===== src/rtl/sub_serial.sv =====
// rtl/sub_serial.sv - bit-serial subtractor, a - b one bit per clock, LSB first
//
// Purpose:
//   Computes (a - b) mod 2^WIDTH serially. The borrow ripples through a single
//   flop. Operands are captured on a start edge and shifted right one bit per
//   SUB cycle. Result bits enter the output register from the top, so after
//   WIDTH cycles the first (LSB) bit has reached bit 0. A final borrow and a
//   completion state let downstream control chain or compare results without
//   counting cycles.
//
// Ports:
//   clk         in  1      single clock, rising edge
//   rst         in  1      synchronous active-low reset
//   en          in  1      start request, sampled only in IDLE and DONE
//   a           in  WIDTH  minuend, captured on the start edge
//   b           in  WIDTH  subtrahend, captured on the start edge
//   out         out WIDTH  registered difference, valid while done=1
//   borrow_out  out 1      registered final borrow (a < b unsigned), valid while done=1
//   done        out 1      high while in DONE
//   busy        out 1      high while in SUB

module sub_serial #(
  parameter int WIDTH = 8
) (
  input  logic             clk,
  input  logic             rst,
  input  logic             en,
  input  logic [WIDTH-1:0] a,
  input  logic [WIDTH-1:0] b,
  output logic [WIDTH-1:0] out,
  output logic             borrow_out,
  output logic             done,
  output logic             busy
);

  localparam int CW = (WIDTH > 1) ? $clog2(WIDTH) : 1;

  localparam logic [1:0] S_IDLE = 2'd0;
  localparam logic [1:0] S_SUB  = 2'd1;
  localparam logic [1:0] S_DONE = 2'd2;

  localparam logic [CW-1:0] LAST_COUNT = CW'(WIDTH - 1);

  logic [1:0]       r_state;
  logic [1:0]       w_next_state;

  logic [WIDTH-1:0] r_a;
  logic [WIDTH-1:0] r_b;
  logic [WIDTH-1:0] r_out;
  logic             r_borrow;
  logic             r_borrow_out;
  logic [CW-1:0]    r_count;

  logic             w_start;
  logic             w_last;
  logic             w_d;
  logic             w_bn;

  // A start is honoured from IDLE and from DONE; DONE restarts skip IDLE.
  assign w_start = en && ((r_state == S_IDLE) || (r_state == S_DONE));
  assign w_last  = (r_state == S_SUB) && (r_count == LAST_COUNT);

  // One full-subtractor slice on the current LSBs.
  assign w_d  = r_a[0] ^ r_b[0] ^ r_borrow;
  assign w_bn = (~r_a[0] & r_b[0]) | (~r_a[0] & r_borrow) | (r_b[0] & r_borrow);

  // State register
  always_ff @(posedge clk) begin
    if (!rst) begin
      r_state <= S_IDLE;
    end else begin
      r_state <= w_next_state;
    end
  end

  // Next-state logic
  always_comb begin
    w_next_state = r_state;
    case (r_state)
      S_IDLE: begin
        if (en) begin
          w_next_state = S_SUB;
        end
      end
      S_SUB: begin
        if (r_count == LAST_COUNT) begin
          w_next_state = S_DONE;
        end
      end
      S_DONE: begin
        if (en) begin
          w_next_state = S_SUB;
        end
      end
      default: begin
        // Unused code 3 falls back to IDLE.
        w_next_state = S_IDLE;
      end
    endcase
  end

  // Outputs decoded purely from the state register.
  always_comb begin
    done = 1'b0;
    busy = 1'b0;
    case (r_state)
      S_SUB:   busy = 1'b1;
      S_DONE:  done = 1'b1;
      default: begin
        done = 1'b0;
        busy = 1'b0;
      end
    endcase
  end

  // Datapath registers
  always_ff @(posedge clk) begin
    if (!rst) begin
      r_a          <= '0;
      r_b          <= '0;
      r_out        <= '0;
      r_borrow     <= 1'b0;
      r_borrow_out <= 1'b0;
      r_count      <= '0;
    end else if (w_start) begin
      r_a      <= a;
      r_b      <= b;
      r_out    <= '0;
      r_borrow <= 1'b0;
      r_count  <= '0;
    end else if (r_state == S_SUB) begin
      r_out    <= {w_d, r_out[WIDTH-1:1]};
      r_a      <= r_a >> 1;
      r_b      <= r_b >> 1;
      r_borrow <= w_bn;
      r_count  <= r_count + 1'b1;
      // borrow_out only moves on the final bit so it stays stable for readers
      // across idle periods and during the next computation.
      if (w_last) begin
        r_borrow_out <= w_bn;
      end
    end
  end

  assign out        = r_out;
  assign borrow_out = r_borrow_out;

endmodule


===== config.mk =====
export PLATFORM = sky130hd
export DESIGN_NAME = sub_serial
export DESIGN_NICKNAME = d
export VERILOG_FILES = /design/src/rtl/sub_serial.sv
export SDC_FILE = /design/constraint.sdc
export NUM_CORES = 1
export LEC_CHECK = 0
export CAP_MARGIN = 20
export CORE_MARGIN = 2
export CORE_UTILIZATION = 43
export DETAILED_ROUTE_END_ITERATION = 8
export PLACE_DENSITY = 0.82
export SKIP_CTS_REPAIR_TIMING = 1
export SLEW_MARGIN = 10
export SYNTH_ARGS = -nofsm -noshare
export SYNTH_HDL_FRONTEND = slang
export SYNTH_SLANG_ARGS = --single-unit

===== constraint.sdc =====
create_clock -name clk -period 1.2 [get_ports clk]
set_input_delay 0.3 -clock clk [delete_from_list [all_inputs] [get_ports clk]]
set_output_delay 0.3 -clock clk [all_outputs]
set_load 0.03 [all_outputs]

# == Yosys cells after proc, flatten, opt, wreduce, memory -nomap -nowiden ==
# Index checks and enable logic that the tools add are counted.
# word_totals
word_cells,41
input_bits,19
reg_bits,31
out_inout_bits,11
# op_classes
n_reduce_logical,9
n_bitwise,10
mux,9
addsub,1
eq_ne,5
# op_table
cell,count
$mux W8,4
$mux W2,2
$pmux W2 S2,1
$reduce_or A2 Y1,2
$add A3 B1 Y3 const B,1
$and A1 B1 Y1,3
$eq A3 B3 Y1 const B,1
$not A1 Y1,3
$reduce_and A3 Y1,1
$eq A2 B1 Y1 const B,1
$eq A2 B2 Y1 const B,1
$logic_and A1 B1 Y1,2
$logic_not A2 Y1,1
$mux W1,2
$ne A2 B1 Y1 const B,1
$ne A2 B2 Y1 const B,1
$or A1 B1 Y1,2
$reduce_and A2 Y1,1
$reduce_bool A2 Y1,1
$xor A1 B1 Y1,2
$logic_or A1 B1 Y1,1

# == Longest topological paths before layout ==
# depth
depth_word,5
ltp_mapped,7
mapped_depth_nobuf,5

# == Worst setup path after synthesis ==
# Ideal clock, no wire load.
# synth_timing
kind,register to output
start,reg r_state[1]
end,out busy
arrival_ns,0.874
t_required_ns,0.900
path_buffers,3
setup_slack_ns,0.026
path_stages_with_launch,6
cell_sequence,dfxtp_1 -> nand2b_1 -> buf_6 -> inv_2 -> buf_6 -> buf_6
# synth_between
elab_chain_cells,2
# synth_rtl
item,line_no,source
start: declaration,44,logic [1:0] r_state;
start signal: assignment,72,r_state <= w_next_state;
$eq A2 B1 Y1,106,case (r_state)
$mux W1,106,
end: declaration,33,output logic busy
# Every way passes these cells.

# == Worst setup path in the final report ==
# Ends and elaborated chain as after synthesis.

==> metrics.md <==
| Metric | Value |
|---|---|
| Setup TNS | `-0.208 ns` |
| First-pass GRT wire length | `between 4 and 5 mm` |
| Worst-Margin Slew | `0.262 ns` |
| Peak fanout along the critical path | `4` |
| PD cells | `between 1000 and 1500 nW/µm²` |
| Top-level I/O count | `30` |
| Die Height | `58.2 µm` |
| Fmax achieved | `around 760 MHz` |
| Netlist Area Pre-Place | `1260 µm²` |
| Yosys warnings | `0` |
| Post-Layout Cell Count | `213` |
| Layout Area Growth over Synthesis | `40.1%` |
| Final min period | `1.32 ns` |
| IO Port Bufs | `29` |
| Vias in the first global route | `1084` |
| Clk_lat worst skew | `0.33 ns` |
| Count of different cell masters after synthesis | `25` |
| H-tree depth | `2` |
| Final WL | `just under 3 mm` |
| Clock Skew | `between 0.005 and 0.006 ns` |
| DIE AREA | `3390 µm²` |
| Max-slew headroom | `0.825` |
| Max Buffers Root-to-Sink | `2` |
| Initial Util | `0.454` |
| Place WS | `-0.301 ns` |
| Setup ws final | `-0.118 ns` |
| Max Cap Viol | `0` |
| Top-area cell type share of the netlist area | `0.491` |
| Global route overflow | `0` |
| DRC Markers | `0` |
| Largest cells by area after synthesis | `dfxtp_1 (49%), nand2_1 (9.2%), o221ai_1 (6.2%), a21oi_1 (4.8%), nor3_1 (3.6%)` |
| 1st-iter DRT viols | `53` |
| Number of cell rows | `19` |
| Vias/cell | `5.35` |
| Antenna fix cells | `0` |
| Die X | `58.2 µm` |
| #FFs+latches synth | `31` |
| Core region area | `2780 µm²` |
| Worst hold path type | `reg2reg` |
| Largest net degree at the start of global routing | `27` |
| CP Capture Type | `output port` |
| Vias | `around 1100` |
| Failing checks | `negative setup slack` |
| Max-slew violation count | `0` |
| CP Data Required Time | `0.90 ns` |
| Sequential area share after synthesis | `0.491` |
| Fin nets | `203` |
| CTS tree | `built` |
| Drt pass-1 iters | `4` |
| Post-route cell area | `1770 µm²` |
| Post-route ant nets | `0` |
| Outcome | `complete, but fails checks` |
| Placed cell area | `1580 µm²` |
| Drt wl/cell | `13.7 µm` |
| Final total power | `2.21 mW` |
| Commonest cells after routing, fill and taps aside | `nand2_1 (31), dfxtp_1 (22), clkdlybuf4s50_1 (18)` |
| Syn avg cell area | `8.66 µm²` |
| Cell taking the most area after synthesis | `dfxtp_1` |
| Synthesized instance count | `approximately 150` |
| WS Path Type | `reg2out` |
| Final hold violations | `0` |
| Cts bufs inserted | `5` |
| Initial antenna violation count | `0` |
| Most common cell after layout, fill and taps aside | `nand2_1` |
| Mapped Nets | `168` |
| Root Buffer | `clkbuf_4` |
| Final setup viols | `2` |
| Sink Count | `31` |
| Clock-pin slew on the worst setup and hold paths | `0.09 ns` |
| Pleak | `0.662 nW` |
| Tot GR Track Use | `0.185` |
| Post-Place Cells | `203` |
| Worst EP arrival | `1.02 ns` |
| Critical Path Start Type | `register` |
| RSZ-0062 raised after global routing | `yes` |
| Global placement routability congestion | `0.756` |
| Final period utilization | `1.10` |
| Post-DP HPWL | `2.01 mm` |
| Layout cells sized above 1 | `0.275` |
| Maximum vdd drop | `between 0.001 and 0.0015 V` |
metal layers:
| metal | GRT usage | vias to the layer above | share of wire |
|---|---|---|---|
| met3 | 0.0536 | 6 | 0.050 |
| met5 | 0 | - | 0 |
| met4 | 0.0797 | 0 | 0.016 |
| met2 | 0.331 | 31 | 0.54 |
| li1 | - | 570 | - |
| met1 | 0.201 | 533 | 0.39 |
state kept, by name (all words and copies together), names as in the netlist:
signal	cells
borrow_out	1
r_b	8
r_state	2
out	8
r_count	3
r_borrow	1
r_a	8
final cells by class:
class	instances	area [µm²]
multi-input cells	101	629
well taps	31	38.8
clock buffers	8	68.8
flip-flops and latches	31	634
repair buffers	40	389
fillers	235	1010
inverters	2	10.0
power breakdown:
group	total [mW]	internal (mW)	switching (mW)
clock	0.689	0.344	0.345
sequential	1.13	1.09	0.0462
combinational	0.384	0.198	0.186
logic make-up after synthesis:
family	after synthesis	share of synthesized area
adder cells (fa/ha/maj)	3	0.0356
AND/OR/NAND/NOR	62	0.212
flip-flops	31	0.491
buffers and inverters	14	0.0693
XOR/XNOR	1	0.00693
AO/OA/AOI/OAI	35	0.185
worst paths after layout:
path,from,end,slack [ns],cells after the start
worst max-delay path,r_state[1]$_SDFFE_PN0P_,busy,-0.12,3
worst min-delay path,borrow_out$_SDFFE_PN0P_,borrow_out$_SDFFE_PN0P_,0.46,2
worst max register to register,r_state[1]$_SDFFE_PN0P_,r_a[3]$_SDFFE_PN0P_,0.01,6
worst min register to register,borrow_out$_SDFFE_PN0P_,borrow_out$_SDFFE_PN0P_,0.46,2
critical path, stage by stage (launching register included):
cell and delay (ns):
dfxtp_2 0.34, nand2b_4 0.15, inv_4 0.07, buf_6 0.13
cell usage after synthesis:
cell type	n
xnor2_1	1
a22oi_1	3
nor2_1	11
o221ai_1	9
clkbuf_1	1
dfxtp_1	31
nor3_1	9
nand2b_1	3
o21ai_0	3
buf_4	1
a21boi_0	5
a31oi_1	2
nand3b_1	1
a211oi_1	1
inv_1	1
inv_2	1
and2_1	1
nor2b_1	2
nand2_1	31
buf_6	3
fa_1	1
buf_2	7
nand3_1	4
ha_1	2
a21oi_1	12
per-stage QoR:
stage	hold slack (ns)	util
finish	0.463	0.637
global route	0.496	0.637
CTS	0.473	0.592
detailed placement	0.459	0.567
global placement	0.442	0.567
floorplan	0.433	-
Power figures use the tool's default switching activity.
==> edit, RTL diff (same settings) <==
The parameter `WIDTH` goes from 8 to 16.
--- a/src/rtl/sub_serial.sv
+++ b/src/rtl/sub_serial.sv
@@ -22,3 +22,3 @@
 module sub_serial #(
-  parameter int WIDTH = 8
+  parameter int WIDTH = 16
 ) (
Interface: changed (resized a, b and out); port bits go from 30 to 54. No check against the original RTL was run, so the function may have changed too.
==> edit against the unedited design <==
Total power is 89% higher; area after synthesis is 76% higher; setup slack barely moved; design area up 87%; critical path type unchanged; the run still ends with setup timing left; cell count grew 90%; via count is 89% higher; sequential cell count up 25; critical path depth unchanged; routed wire length is 93% higher.
==> edit: results (changes against the unedited design) <==
status:
  run_status: "complete, but fails checks"
  failing_checks: "setup timing"
sta:
  fin_ws_ns: -0.1182  # -0.00003500 ns
  number_of_endpoints_failing_setup_at_the_final_stage: 6  # +4
drt:
  wirelength_mm: 5.618  # +93%
  met3_wirelength_microns: 225  # +55%
  drt_first_iter_violations: 46  # -13%
  post_dr_vias_cell: 5.337  # -0.29%
  met1Wirelength_mm: 2.333  # +110%
yosys:
  synth_area_in_compound_gates: 0.1925  # +0.007311
  synth_xor_area_frac: 0.007878  # +0.0009478
  synth.lib_cells_used.distinct: 30  # +20%
final_layout:
  n_multi_input_combinational_cell: 186  # +84%
  seqAreaFraction: 0.3415  # -0.01678
  drive_above_1_share: 0.2934  # +0.01869
  layout.nets: 370  # +82%
  clockBufferCount: 7  # -1
global_routing:
  global_route.usage.total: 0.1775  # -0.007181
  grt.met2_usage: 0.3143  # -0.01688
  grt_use_met3: 0.03690  # -0.01667
power_and_ir_drop:
  leakagePower_nw: 1.223  # +85%
  net_switching_share_of_the_total_power: 0.2560  # -0.005612
  vdd_drop_max_uv: 992.9  # -6.3%
min_path:
  worstHoldPathType: "input pin to register"
place:
  finalWeightedCongestion: 0.7611  # +0.73%
[edit: cell types whose count changed after synthesis, moves of 5 or more]
cell      before  now
a21boi_0       5    0
a21oi_1       12   21
a31oi_1        2   11
buf_2          7   15
dfxtp_1       31   56
nand2_1       31   64
nor2_1        11   20
nor3_1         9   17
o21ai_1        0   11
o221ai_1       9   17
[edit: worst paths after layout]
path	to	slack, ns	depth (start not counted)
setup / recovery	busy	-0.12	3
hold / removal	r_state[1]	0.43	3
setup reg to reg	r_a[0]	-0.02	6
hold reg to reg	out[0]	0.47	2
[edit: through the flow]
step | std cells | TNS, ns | hold WS (ns) | util | cell area, sq um
3_5_place_dp | 391 | -17.26 | 0.4521 | 0.5700 | 2874
2_1_floorplan | 268 | 0 | 0.4337 | - | 2223
5_1_grt | 404 | -1.304 | 0.4580 | 0.6561 | 3308
4_1_cts | 399 | -1.101 | 0.4719 | 0.5950 | 3000
6_report | 404 | -0.2439 | 0.4292 | 0.6561 | 3308
3_3_place_gp | 391 | -16.58 | 0.4404 | 0.5700 | 2874
